===== config.mk =====
export PLATFORM = sky130hd
export DESIGN_NAME = ahb2apb_bridge_param
export DESIGN_NICKNAME = d
export VERILOG_FILES = /design/src/rtl/ahb2apb_bridge_param.sv
export SDC_FILE = /design/constraint.sdc
export NUM_CORES = 1
export LEC_CHECK = 0
export BUFFER_PORTS_ARGS = -buffer_cell sky130_fd_sc_hd__clkbuf_2
export CORE_AREA = 2 2 122 124
export CTS_CLUSTER_DIAMETER = 30
export DETAILED_ROUTE_END_ITERATION = 12
export DIE_AREA = 0 0 124 126
export GPL_TIMING_DRIVEN = 0
export PLACE_DENSITY_LB_ADDON = 0.3
export SYNTH_ARGS = -nofsm -noshare
export SYNTH_HDL_FRONTEND = slang
export SYNTH_SLANG_ARGS = --single-unit

===== constraint.sdc =====
create_clock -name Hclk -period 2.2 [get_ports Hclk]
set_clock_uncertainty 0.05 [all_clocks]
set_input_delay 0.33 -clock Hclk [delete_from_list [all_inputs] [get_ports Hclk]]
set_output_delay 0.33 -clock Hclk [all_outputs]
set_load 0.01 [all_outputs]

===== src/rtl/ahb2apb_bridge_param.sv =====
// AHB-Lite to APB bridge decoding single transfers onto NUM_SLV APB slaves.
// Define BRIDGE_TIMEOUT_EN to bound ACCESS at TIMEOUT_CYC cycles with an ERROR response.
module ahb2apb_bridge_param #(
  parameter int                ADDR_W      = 32,
  parameter int                DATA_W      = 32,
  parameter int                NUM_SLV     = 4,
  parameter logic [ADDR_W-1:0] BASE_ADDR   = 32'h8000_0000,
  parameter int                REGION_LOG2 = 16,
  parameter int                TIMEOUT_CYC = 16
) (
  input  logic                      Hclk,
  input  logic                      Hreset,
  input  logic                      Hwrite,
  input  logic                      Hreadyin,
  input  logic [1:0]                Htrans,
  input  logic [ADDR_W-1:0]         Haddr,
  input  logic [DATA_W-1:0]         Hwdata,
  output logic                      Hready_out,
  output logic [1:0]                Hresp,
  output logic [DATA_W-1:0]         Hrdata,
  output logic [NUM_SLV-1:0]        Pselx,
  output logic                      Penable,
  output logic                      Pwrite,
  output logic [ADDR_W-1:0]         Paddr,
  output logic [DATA_W-1:0]         Pwdata,
  input  logic [NUM_SLV*DATA_W-1:0] Prdata,
  input  logic [NUM_SLV-1:0]        Pready,
  input  logic [NUM_SLV-1:0]        Pslverr
);
  localparam int IDX_W = (NUM_SLV > 1) ? $clog2(NUM_SLV) : 1;

  if (NUM_SLV < 1 || NUM_SLV > 16 || TIMEOUT_CYC < 1) begin : g_bad_cfg
    $error("ahb2apb_bridge_param: unsupported configuration");
  end

  typedef enum logic [2:0] {
    S_IDLE, S_WLATCH, S_SETUP, S_ACCESS, S_ERR1, S_ERR2
  } state_t;

  state_t             state;
  logic [IDX_W-1:0]   idx;
  logic [ADDR_W-1:0]  offset;
  logic [ADDR_W-1:0]  region;
  logic [IDX_W-1:0]   dec_idx;
  logic               miss;
  logic               accept;
  logic               sel_ready;
  logic               sel_err;
  logic [DATA_W-1:0]  sel_rdata;
  logic               timeout;

  function automatic logic [NUM_SLV-1:0] onehot(input logic [IDX_W-1:0] i);
    onehot    = '0;
    onehot[i] = 1'b1;
  endfunction

  always_comb begin
    offset    = Haddr - BASE_ADDR;
    region    = offset >> REGION_LOG2;
    miss      = (Haddr < BASE_ADDR) || (region >= ADDR_W'(NUM_SLV));
    dec_idx   = region[IDX_W-1:0];
    accept    = (Htrans == 2'b10 || Htrans == 2'b11) && Hreadyin && Hready_out;
    sel_ready = Pready[idx];
    sel_err   = Pslverr[idx];
    sel_rdata = Prdata[idx*DATA_W +: DATA_W];
  end

`ifdef BRIDGE_TIMEOUT_EN
  localparam int CNT_W = $clog2(TIMEOUT_CYC + 1);
  logic [CNT_W-1:0] acc_cnt;

  // Counter rests at zero outside ACCESS so every ACCESS phase starts fresh.
  always_ff @(posedge Hclk) begin
    if (Hreset || state != S_ACCESS) acc_cnt <= '0;
    else                             acc_cnt <= acc_cnt + 1'b1;
  end

  assign timeout = (acc_cnt == CNT_W'(TIMEOUT_CYC - 1));
`else
  assign timeout = 1'b0;
`endif

  always_ff @(posedge Hclk) begin
    if (Hreset) begin
      state      <= S_IDLE;
      idx        <= '0;
      Hready_out <= 1'b1;
      Hresp      <= 2'b00;
      Hrdata     <= '0;
      Pselx      <= '0;
      Penable    <= 1'b0;
      Pwrite     <= 1'b0;
      Paddr      <= '0;
      Pwdata     <= '0;
    end else if ((state == S_IDLE || state == S_ERR2) && accept) begin
      // ERR2 doubles as a completion cycle, so it accepts like IDLE.
      Hready_out <= 1'b0;
      if (miss) begin
        state <= S_ERR1;
        Hresp <= 2'b01;
      end else begin
        Hresp  <= 2'b00;
        idx    <= dec_idx;
        Paddr  <= Haddr;
        Pwrite <= Hwrite;
        if (Hwrite) begin
          state <= S_WLATCH;
        end else begin
          state <= S_SETUP;
          Pselx <= onehot(dec_idx);
        end
      end
    end else begin
      case (state)
        S_WLATCH: begin
          Pwdata <= Hwdata;
          Pselx  <= onehot(idx);
          state  <= S_SETUP;
        end
        S_SETUP: begin
          Penable <= 1'b1;
          state   <= S_ACCESS;
        end
        S_ACCESS: begin
          if (sel_ready) begin
            Pselx   <= '0;
            Penable <= 1'b0;
            if (sel_err) begin
              state <= S_ERR1;
              Hresp <= 2'b01;
            end else begin
              state      <= S_IDLE;
              Hready_out <= 1'b1;
              if (!Pwrite) Hrdata <= sel_rdata;
            end
          end else if (timeout) begin
            Pselx   <= '0;
            Penable <= 1'b0;
            state   <= S_ERR1;
            Hresp   <= 2'b01;
          end
        end
        S_ERR1: begin
          state      <= S_ERR2;
          Hready_out <= 1'b1;
        end
        S_ERR2: begin
          state <= S_IDLE;
          Hresp <= 2'b00;
        end
        default: begin
          state      <= S_IDLE;
          Hready_out <= 1'b1;
          Hresp      <= 2'b00;
        end
      endcase
    end
  end
endmodule


==> metrics.txt <==
RSZ-0062 raised after global routing no; top_reg_cell synth dfxtp_1; largest family of logic cells by synthesized area simple AND/OR/NAND/NOR gates; Max-Cap Viols 0; Pwr Total 0.004094 W; area of the mapped netlist 4669 um2; TNS Setup 0 ns; GRT Residual Overflow 0; count leader, synth nand2_1; Core Box Area 14310 um2; Sw Ratio 0.2499; Die ar. 15620 um2; Setup-failing EPs final 0; ys async rst share 0; maximum vdd drop 0.6256 mV; Syn Inst Count 517; Sink Count 107; IO Count 311; Die X 124 um; post-synthesis compound-gate area fraction 0.1235; CP Class register to register; wirelength, routed 15450 um; Final period util 0.9628; DRT Pass-1 Iters 4; Clock Latency Late Sink 0.35 ns; share of the yosys chip area belonging to registers 0.4587; Filler cells 1481; NetSw 0.001023 W; register area 2143 um2; CTS tree done; num rows 44; synthesis-to-layout area growth 44.37%; pwr/cell area 607.3 nW/um2; crit-path max cell delay 0.55 ns; Synth Net Count 723; P_int 0.003071 W; most common library cells after synthesis nand2_1, dfxtp_1, a21oi_1, mux4_2, clkbuf_1; largest net degree at the start of global routing 18; adder-cell share of the synthesized area 0; DIE HEIGHT 126 um; Synth Area in Simple Gates 0.2053; HP Class primary input to register; Slew @ Worst Pin 0.7562 ns; Worst-path clk slew 0.07 ns; Antenna Nets Post-Route 0; Synth Area in XOR/XNOR 0.003751; slowest CP cell mux4_2; outcome finished clean; routed vias 4822; layout cells sized above 1 0.4507; H-Tree Depth 3; yosys warns 0; clock share of power 0.371; top-area cell type share of the netlist area 0.4587; Yosys reg bits 107; First DRT Iteration DRCs 225; Detail Placement HPWL 12430 um; CP Launch Type register; multiplexer area fraction after synthesis 0.1640; vias in the first global route 4669; drt via density 4.704; Hold Vio Cnt, Final 0; Max FO, Critical Path 10; combinational power share 0.136; fmax 0.4721 GHz; drt wl/cell 15.07 um; min Tclk post-route 2.118 ns; GPL Wtd Cong 0.7600; multi-input logic area 2331 um2; part of the power in registers 0.493; CTS buffer count 9; gr usage total 0.1945; cell taking the most area after synthesis dfxtp_1; DRC 0; initial antenna violation count 0; EDFF count, synth 0; crit-path cells mux4_2 > nand2b_4 > or3b_1 > buf_2 > buf_6 > nand2_1 > a21oi_1; nets@finish 1042; CP top delay family simple AND/OR/NAND/NOR gates; Max Transition Viols Final 0; ranking of synthesized cells by area dfxtp_1, mux4_2, nand2_1; Leak 3.017 nW; Mapped Avg Cell Area 9.032 um2; relative slew slack 0.4959; critical path data required time 2.35 ns; CP arrival 2.26 ns; Antenna diodes 0; crit end category register; root buffer cell clkbuf_16; Clock Tree Buf Depth 2; port buffer count 307; synth unique cells 40; global-route wire length before repair 23360 um; Crit path buffers/inverters 2; Starting Density 0.3262
-- flip-flops by register name (all words and copies together), names as in the netlist --
register / count
state: 3
Pwrite: 1
Hready_out: 1
Penable: 1
Paddr: 32
Hresp: 1
Pselx: 4
Hrdata: 32
Pwdata: 32
-- cell usage in the layout, fill, tap and decap left out, drive strengths merged, types with 2 or more instances in the layout --
cell and instances:
nor4 2, nor3 3, o21bai 4, nand3 4, nor4b 2, buf 14, xor2 2, o21ai 4
inv 4, nor2 11, dfxtp 107, clkinv 3, clkinvlp 2, nor2b 2, and3 13, mux4 34
and2 2, nand2 175, nor3b 2, o311a 4, nand2b 2, a21oi 86, clkbuf 345
-- power by group through the flow --
| stage | Combinational (W) | Sequential (W) | Clock (W) |
|---|---|---|---|
| 2_1_floorplan | 0.000237 | 0.00209 | 0 |
| 3_3_place_gp | 0.000551 | 0.00206 | 0 |
| 3_5_place_dp | 0.000556 | 0.00206 | 0 |
| 4_1_cts | 0.000560 | 0.00202 | 0.00157 |
| 5_1_grt | 0.000620 | 0.00203 | 0.00167 |
| 6_report | 0.000556 | 0.00202 | 0.00152 |
-- stage by stage --
step                  util  setup slack (ns)  cell area, um2  hold slack [ns]  std cells
finish              0.4710           0.08174            6741           0.1464       1025
global route        0.4710          0.002442            6741           0.1308       1025
CTS                 0.4698          0.003776            6724           0.1280       1024
detailed placement  0.4497           -0.1817            6436           0.3964       1008
global placement    0.4497          -0.09371            6436           0.3920       1008
floorplan                -            0.1858            4669           0.4160        517
-- per-layer routing --
metal  routed length [um]  part of all wire  track usage  up-vias
li1                     -                 -            -     2420
met1                 6296              0.41       0.2239     2184
met2                 7439              0.48       0.3316      189
met3                 1350             0.087      0.07473       29
met4                  362             0.023      0.06015        0
met5                    0                 0            0        -
-- worst paths after layout --
kind | start | endpoint | slack, ns | cells past startpoint
max reg2reg | Paddr[16] | Hrdata[19] | 0.08 | 7
min | Hwdata[29] | Pwdata[29] | 0.15 | 3
max | Paddr[16] | Hrdata[19] | 0.08 | 7
min reg2reg | Hrdata[27] | Hrdata[27] | 0.40 | 2
-- area by class of cell --
class,instances,share of cell area
multi-input combinational,366,0.3458
sequential,107,0.3179
timing repair buffer,308,0.2290
clock buffer,10,0.03545
tap,184,0.03415
buffer,41,0.03025
clock inverter,6,0.005754
inverter,3,0.001670
-- cell families (layout without fill, tap and decap cells) --
kind of cell,count (synthesis),in the layout
xor gates and xnor gates,2,2
and+or+nand+nor,224,224
buffers and inverters,44,368
AOI/OAI and AO/OA,105,105
other,1,1
DFF,107,107
muxes,34,34
-- tightest hold or removal path: stages --
cell and delay, ns:
clkbuf_2 0.08, nand2_1 0.04, a21oi_1 0.05
-- what timing repair did --
action / 4_1_cts / 5_1_grt
hold buffers: 0 / 0
gates resized for setup: 3 / 7
endpoints found under the setup margin: 37 / 50
setup buffers: 0 / 1
(Power assumes the default switching activity.)
